File: src/rtl/bch_enc_serial_if.sv
// Bit-serial message-in / codeword-out stream for the BCH encoder.
interface bch_enc_serial_if;
  logic isop;
  logic ival;
  logic idat;
  logic ordy;
  logic osop;
  logic oval;
  logic oeop;
  logic odat;

  modport master (
    output isop, ival, idat,
    input  ordy, osop, oval, oeop, odat
  );

  modport slave (
    input  isop, ival, idat,
    output ordy, osop, oval, oeop, odat
  );
endinterface

File: src/rtl/bch_enc_serial.sv
// Bit-serial systematic BCH(n,k) encoder: passes k message bits through, then
// appends deg(g) parity bits of x^deg(g)*m(x) mod g(x); g(x) is built at elaboration.
module bch_enc_serial #(
  parameter int unsigned m      = 4,
  parameter int unsigned k_max  = 5,
  parameter int unsigned d      = 7,
  parameter int unsigned n      = 15,
  parameter int unsigned irrpol = 19
) (
  input  logic iclk,
  input  logic ireset_n,
  input  logic iclkena,
  bch_enc_serial_if.slave bus
);

  // GF(2^m) multiply modulo irrpol (shift-and-add).
  function automatic int unsigned gf_mul(input int unsigned a, input int unsigned b);
    int unsigned acc;
    int unsigned x;
    acc = 0;
    x   = a;
    for (int i = 0; i < int'(m); i++) begin
      if (b[i]) acc = acc ^ x;
      x = x << 1;
      if (x[m]) x = x ^ irrpol;
    end
    return acc;
  endfunction

  // Evaluate a binary polynomial at a field element (Horner).
  function automatic int unsigned poly_eval(input logic [63:0] p, input int unsigned x);
    int unsigned r;
    r = 0;
    for (int j = 63; j >= 0; j--) r = gf_mul(r, x) ^ 32'(p[j]);
    return r;
  endfunction

  function automatic logic [63:0] clmul(input logic [63:0] a, input logic [63:0] b);
    logic [63:0] r;
    r = '0;
    for (int i = 0; i < 64; i++) begin
      if (b[i]) r = r ^ (a << i);
    end
    return r;
  endfunction

  // g = LCM of minimal polynomials of alpha^1, alpha^3 .. alpha^(d-2); a minimal
  // polynomial is only multiplied in when its root is not already a root of g.
  function automatic logic [63:0] gen_poly();
    logic [63:0] g;
    logic [63:0] p;
    int unsigned a;
    g = 64'd1;
    a = 1;
    for (int i = 1; i <= int'(d) - 2; i++) begin
      a = gf_mul(a, 2);
      if ((i % 2 == 1) && (poly_eval(g, a) != 0)) begin
        p = '0;
        for (int c = 2; c < int'(2 << m); c++) begin
          if ((p == '0) && (poly_eval(64'(c), a) == 0)) p = 64'(c);
        end
        g = clmul(g, p);
      end
    end
    return g;
  endfunction

  function automatic int unsigned poly_deg(input logic [63:0] p);
    int unsigned r;
    r = 0;
    for (int j = 0; j < 64; j++) begin
      if (p[j]) r = 32'(j);
    end
    return r;
  endfunction

  localparam logic [63:0]   g_full = gen_poly();
  localparam int unsigned   gdeg   = poly_deg(g_full);
  localparam int unsigned   k      = n - gdeg;
  localparam logic [gdeg-1:0] g_low = g_full[gdeg-1:0];
  localparam int unsigned   cnt_w  = $clog2(((gdeg > k) ? gdeg : k) + 1);

  if ((n > (1 << m) - 1) || (gdeg >= n)) begin : g_bad_len
    $error("bch_enc_serial: n=%0d invalid for m=%0d, deg(g)=%0d", n, m, gdeg);
  end
  if (k > k_max) begin : g_bad_k
    $error("bch_enc_serial: k=%0d exceeds k_max=%0d", k, k_max);
  end

  localparam logic [0:0] st_data   = 1'b0;
  localparam logic [0:0] st_parity = 1'b1;

  logic [0:0]       state_q, state_d;
  logic [cnt_w-1:0] cnt_q,   cnt_d;
  logic [gdeg-1:0]  lfsr_q,  lfsr_d;
  logic             osop_q,  osop_d;
  logic             oval_q,  oval_d;
  logic             oeop_q,  oeop_d;
  logic             odat_q,  odat_d;
  logic             fb;

  always_ff @(posedge iclk or negedge ireset_n) begin
    if (!ireset_n) begin
      state_q <= st_data;
      cnt_q   <= '0;
      lfsr_q  <= '0;
      osop_q  <= 1'b0;
      oval_q  <= 1'b0;
      oeop_q  <= 1'b0;
      odat_q  <= 1'b0;
    end else begin
      state_q <= state_d;
      cnt_q   <= cnt_d;
      lfsr_q  <= lfsr_d;
      osop_q  <= osop_d;
      oval_q  <= oval_d;
      oeop_q  <= oeop_d;
      odat_q  <= odat_d;
    end
  end

  // Next state: everything holds when iclkena is low, outputs clear on idle cycles.
  always_comb begin
    state_d = state_q;
    cnt_d   = cnt_q;
    lfsr_d  = lfsr_q;
    osop_d  = osop_q;
    oval_d  = oval_q;
    oeop_d  = oeop_q;
    odat_d  = odat_q;
    fb      = 1'b0;
    if (iclkena) begin
      osop_d = 1'b0;
      oval_d = 1'b0;
      oeop_d = 1'b0;
      odat_d = 1'b0;
      case (state_q)
        st_data: begin
          if (bus.ival) begin
            if (bus.isop) begin
              // A new isop always restarts the frame from a cleared LFSR.
              fb     = bus.idat;
              lfsr_d = fb ? g_low : '0;
              oval_d = 1'b1;
              osop_d = 1'b1;
              odat_d = bus.idat;
              if (k == 1) begin
                state_d = st_parity;
                cnt_d   = cnt_w'(gdeg);
              end else begin
                cnt_d   = cnt_w'(1);
              end
            end else if (cnt_q != '0) begin
              fb     = bus.idat ^ lfsr_q[gdeg-1];
              lfsr_d = (lfsr_q << 1) ^ (fb ? g_low : '0);
              oval_d = 1'b1;
              odat_d = bus.idat;
              if (cnt_q == cnt_w'(k - 1)) begin
                state_d = st_parity;
                cnt_d   = cnt_w'(gdeg);
              end else begin
                cnt_d   = cnt_q + cnt_w'(1);
              end
            end
          end
        end
        default: begin
          oval_d = 1'b1;
          odat_d = lfsr_q[gdeg-1];
          lfsr_d = lfsr_q << 1;
          cnt_d  = cnt_q - cnt_w'(1);
          if (cnt_q == cnt_w'(1)) begin
            oeop_d  = 1'b1;
            state_d = st_data;
            cnt_d   = '0;
          end
        end
      endcase
    end
  end

  assign bus.ordy = (state_q == st_data);
  assign bus.osop = osop_q;
  assign bus.oval = oval_q;
  assign bus.oeop = oeop_q;
  assign bus.odat = odat_q;

endmodule

File: src/flat_wrapper.sv
// flat-port wrapper written by rule: the top's interface ports become plain ports
module bch_enc_serial_flat 
#(
  parameter int unsigned m      = 4,
  parameter int unsigned k_max  = 5,
  parameter int unsigned d      = 7,
  parameter int unsigned n      = 15,
  parameter int unsigned irrpol = 19
)
  (iclk, ireset_n, iclkena, bus_isop, bus_ival, bus_idat, bus_ordy, bus_osop, bus_oval, bus_oeop, bus_odat);
  bch_enc_serial_if bus_i ();
  input  logic iclk;
  input  logic ireset_n;
  input  logic iclkena;
  input wire logic [$bits(bus_i.isop)-1:0] bus_isop;
  input wire logic [$bits(bus_i.ival)-1:0] bus_ival;
  input wire logic [$bits(bus_i.idat)-1:0] bus_idat;
  output wire logic [$bits(bus_i.ordy)-1:0] bus_ordy;
  output wire logic [$bits(bus_i.osop)-1:0] bus_osop;
  output wire logic [$bits(bus_i.oval)-1:0] bus_oval;
  output wire logic [$bits(bus_i.oeop)-1:0] bus_oeop;
  output wire logic [$bits(bus_i.odat)-1:0] bus_odat;
  assign bus_i.isop = bus_isop;
  assign bus_i.ival = bus_ival;
  assign bus_i.idat = bus_idat;
  assign bus_ordy = bus_i.ordy;
  assign bus_osop = bus_i.osop;
  assign bus_oval = bus_i.oval;
  assign bus_oeop = bus_i.oeop;
  assign bus_odat = bus_i.odat;
  bch_enc_serial #(.m(m), .k_max(k_max), .d(d), .n(n), .irrpol(irrpol)) u_core (.iclk(iclk), .ireset_n(ireset_n), .iclkena(iclkena), .bus(bus_i));
endmodule
File: config.mk
export PLATFORM = sky130hd
export DESIGN_NAME = bch_enc_serial_flat
export DESIGN_NICKNAME = d
export VERILOG_FILES = /design/src/rtl/bch_enc_serial_if.sv /design/src/rtl/bch_enc_serial.sv /design/src/flat_wrapper.sv
export SDC_FILE = /design/constraint.sdc
export NUM_CORES = 1
export LEC_CHECK = 0
export BUFFER_PORTS_ARGS = -buffer_cell sky130_fd_sc_hd__buf_2
export CORE_UTILIZATION = 60
export CTS_CLUSTER_SIZE = 40
export DETAILED_ROUTE_END_ITERATION = 7
export HOLD_SLACK_MARGIN = 0.12
export PLACE_DENSITY = 0.81
export REMOVE_ABC_BUFFERS = 1
export SYNTH_ARGS = -nofsm -noshare
export SYNTH_HDL_FRONTEND = slang
export SYNTH_SLANG_ARGS = --single-unit
export TNS_END_PERCENT = 1
File: constraint.sdc
create_clock -name iclk -period 2.35 [get_ports iclk]
set_clock_uncertainty 0.05 [all_clocks]
set_input_delay 0.47 -clock iclk [delete_from_list [all_inputs] [get_ports iclk]]
set_output_delay 0.47 -clock iclk [all_outputs]
set_load 0.005 [all_outputs]
== Word-level counts from Yosys, hierarchy flattened ==
Index checks and enable logic that the tools add are counted.

* Bits in registers: 19
* Bits in latches: 0
* Memory bits (writable): 0
* ROM bits: 0
* Input port bits: 6
* Logic and storage cells: 49
* Memories kept: 0

* $add $sub $neg: 2
* $mul: 0
* Div/mod/pow operators: 0
* Order comparisons: 0
* Eq/ne operators: 2
* Shifts and indexed selects: 0
* Mux-type cells: 31
* Bitwise gates (word level): 3
* Reductions and logical operators: 4

{| class="wikitable"
|+ Operator list
! kind !! number
|-
| $mux 10 || 4
|-
| $mux 4 || 6
|-
| $mux 1 || 19
|-
| $mux 9 || 2
|-
| $xor 10x10->10 || 1
|-
| $add 4x1->4 const B || 1
|-
| $eq 4x1->1 const B || 1
|-
| $eq 4x3->1 const B || 1
|-
| $reduce_bool 4->1 || 1
|-
| $sub 4x1->4 const B || 1
|-
| $reduce_and 3->1 || 1
|-
| $reduce_bool 3->1 || 1
|-
| $reduce_bool 2->1 || 1
|-
| $not 1->1 || 1
|-
| $xor 1x1->1 || 1
|}

== Logic depth before layout (Yosys ltp) ==
* Word-level depth: 7
* Depth in mapped cells: 7

== Worst setup path before layout ==
OpenSTA, ideal clock, no wires.

* Path kind: reg2reg
* From: register u_core.cnt_q[0]
* To: register u_core.cnt_q[3]
* Arrival time: 1.445 ns
* Required time: 2.179 ns
* Path slack: 0.734 ns
* Cell stages (with the launch flop): 7
* Buffers on the path: 1
* Clock period less this slack: 1.616 ns
* Path through: dfrtp_1 > inv_1 > ha_1 > nor4b_4 > o21ai_2 > buf_4 > a22o_1

* Cells in the longest elaborated chain, start to end: 6

{| class="wikitable"
|+ Ends and longest elaborated chain
! item !! line !! source
|-
| from (decl) || bch_enc_serial.sv:94 || <nowiki>logic [cnt_w-1:0] cnt_q, cnt_d;</nowiki>
|-
| from (signal assigned) || bch_enc_serial.sv:113 || <nowiki>cnt_q <= cnt_d;</nowiki>
|-
| $add 4x1->4 or $eq 4x3->1 (tied branches) || bch_enc_serial.sv:162, bch_enc_serial.sv:158 ||
|-
| $mux 4 || bch_enc_serial.sv:158 || <nowiki>if (cnt_q == cnt_w'(k - 1)) begin</nowiki>
|-
| $mux 4 || bch_enc_serial.sv:153 || <nowiki>end else if (cnt_q != '0) begin</nowiki>
|-
| $mux 4 || bch_enc_serial.sv:140 || <nowiki>if (bus.isop) begin</nowiki>
|-
| $mux 4 || bch_enc_serial.sv:139 || <nowiki>if (bus.ival) begin</nowiki>
|-
| $mux 4 || bch_enc_serial.sv:137 || <nowiki>case (state_q)</nowiki>
|}

Several ways; a longest one is shown, not always the timed one. The select of a mux whose other input is x is not followed.
A chain may end at the register's enable or synchronous reset.

== Worst setup path in the final report ==
* From: register u_core.cnt_q[0]
* To: register u_core.cnt_q[2]

The elaborated chain is that of the path after synthesis.

==> impl_metrics.ini <==
[outcome]
outcome = finished clean

[setup_path]
required_ps = 2500
startpoint_type = flop
r2r_start = u_core.cnt_q[0]
end_kind = flop
startpoint = u_core.cnt_q[0]
cp_max_fo = 15
critical_path_class = flop to flop
crit_arrival_ps = 2040

[finish]
n_fill_cell = 148
insertedDiodeCount = 0
multi_input_area_sq_um = 599.3
final_cell_mix = 19 x nand2_1, 19 x dfrtp_1, 11 x a21oi_1
drive_gt1_share_pct = 15.44
syn_to_final_growth_pct = 6.156
final_util_pct = 69.72
seq_area_sq_um = 475.5
final_net_count = 147

[logic_synthesis]
synth-edff-count = 0
syn_inst = 128
ys_types = 42
netlist.area_leader.share_pct = 41.04
avgSynthCellArea_sq_um = 9.052
yosys_register_bits = 19
synthArstFlopShare_pct = 100.0
yosysSeqAreaShare_pct = 41.04
synth_area_sq_um = 1159
yosysWarnings = 0
yosysTopAreaCell = dfrtp_1
synthFlopType = dfrtp_1
synth_area_leaders = dfrtp_1 41%, nand2_1 6.2%, a21oi_1 4.8%, ha_1 4.3%, o22ai_1 3.2%

[pwr]
vdd_drop_max_mv = 0.9196
p_clk_share_pct = 11.6
internal_power_uw = 827.5
p_comb_share_pct = 43.2
swShare_pct = 43.45
power.density_nw_per_um2 = 1190
p_leak_nw = 0.5618
switchingPower_uw = 635.9
pwr-share-seq_pct = 45.2

[grt]
grt-busiest-layer = met2
grt_pass1_vias = 871
grt.overflow.total = 0
grt_pass1_wl_um = 3760
grt_max_degree = 20
met1_usage_pct = 34.26
gr-usage-met2_pct = 40.00
antenna_found_initial = 0
use_met3_pct = 4.762
grt.total_usage_pct = 25.48

[clocking]
ctsHtreeMaxLevel = 1
cts_setup_buffers = 0
cts_made_buffers = 3
cts-hold-fix-buffers = 1
cts.sinks = 19
cts_root_buf = clkbuf_4
path_clk_slew_ps = 110
clk_latency_ps = 300
cts_tree = yes
clock_path_buffers = 2
cts_resized = 0

[sta]
slew_headroom_pct = 62.46
worst_pin_slew_ps = 563.1
setup_viol_count_final = 0
setup_tns_ps = 0
fmax_ghz = 0.5297
period_minus_slack_ps = 1888
finalHoldViolCount = 0
period_share_pct = 80.34
whs_ps = 413.0
drv_slew = 0
finalWorstSetupSlack_ps = 462.0
rsz0062_at_grt = false

[route]
drtIter0Drc = 22
ant_nets = 0
drc = 0
first_pass_iters = 4
wl_per_cell_um = 14.47
vias = 975
wl_um = 2329
routed_via_density = 6.056

[floorplan]
start_util_pct = 65.67
ios = 11
row_count = 15
die_area_sq_um = 2111
die_w_um = 45.95
die_height_um = 45.95
core_area_sq_um = 1764

[place]
dp_hpwl_um = 1624
pre_cts_ws_ps = 498.5
port_buffers = 10
gp_congestion = 0.7965

[run]
maxCapViolCount = 0

[worst_hold_path]
hold_path.class = input port to flop
holdCritStartpoint = iclkena
[critical path: stages, from the launching register on]
cell     delay (ps)
dfrtp_1         470
inv_1           160
ha_1            240
nor4b_4         280
o21a_2          330
a21oi_1          70
o22a_1          190
[per-stage QoR]
stage	area [sq um]	power [mW]	cells
2_1_floorplan	1105	1.090	120
3_3_place_gp	1194	1.254	156
3_5_place_dp	1194	1.287	156
4_1_cts	1230	1.461	161
5_1_grt	1230	1.572	161
6_report	1230	1.463	161
[logic make-up (layout without fill, tap and decap cells)]
kind of cell / after synthesis / in the layout / share of synthesized area, %
and+or+nand+nor: 45 / 45 / 20.74
DFF: 19 / 19 / 41.04
buffers and inverters: 16 / 24 / 7.235
adders and majority gates: 4 / 4 / 4.320
xor gates and xnor gates: 1 / 1 / 0.7561
muxes: 3 / 3 / 2.700
AOI/OAI and AO/OA: 40 / 40 / 23.22
[synthesized netlist by cell type (2+ instances only)]
cell type,n
ha_1,4
inv_1,8
buf_2,4
dfrtp_1,19
nor2_1,7
a21oi_1,11
nand2b_1,2
a31oi_1,2
nand2_1,19
buf_6,2
a2bb2oi_1,3
mux2i_1,2
o22ai_1,6
o21ai_0,5
a22o_1,2
nand3_1,6
[path summary, 6_finish.rpt]
| check | cells past startpoint | endpoint | slack [ps] |
|---|---|---|---|
| setup / recovery | 6 | u_core.cnt_q[2] | 460 |
| hold / removal | 2 | u_core.bus.osop | 410 |
| setup reg to reg | 6 | u_core.cnt_q[2] | 460 |
| hold reg to reg | 2 | u_core.lfsr_q[6] | 440 |
| max in group asynchronous | 2 | u_core.lfsr_q[0] | 1380 |
| min in group asynchronous | 2 | u_core.cnt_q[1] | 570 |
[area by class of cell]
type / instances / share of cell area, %
Multi-Input combinational cell: 93 / 48.73
Sequential cell: 19 / 38.66
Timing Repair Buffer: 12 / 5.493
Inverter: 8 / 2.442
Tap cell: 25 / 2.543
Clock buffer: 4 / 2.136
[sequential cells by signal, indices dropped and copies added (netlist names)]
name and cells:
u_core.bus.oval 1, u_core.bus.osop 1, u_core.state_q 1, u_core.lfsr_q 10
u_core.cnt_q 4, u_core.bus.oeop 1, u_core.bus.odat 1
[power groups by stage]
stage          Sequential [mW]  Combinational, mW  Clock [mW]
2_1_floorplan            0.619              0.471           0
3_3_place_gp             0.658              0.596           0
3_5_place_dp             0.663              0.624           0
4_1_cts                  0.655              0.633       0.173
5_1_grt                  0.682              0.703       0.188
6_report                 0.661              0.632       0.170
[routing by layer]
metal  vias up  part of all wire, %
met3         4                  3.5
met4         0                  1.1
met1       468                   47
li1        477                    -
met2        26                   48
met5         -                    0
No activity file was read; power rests on OpenSTA's default activity.
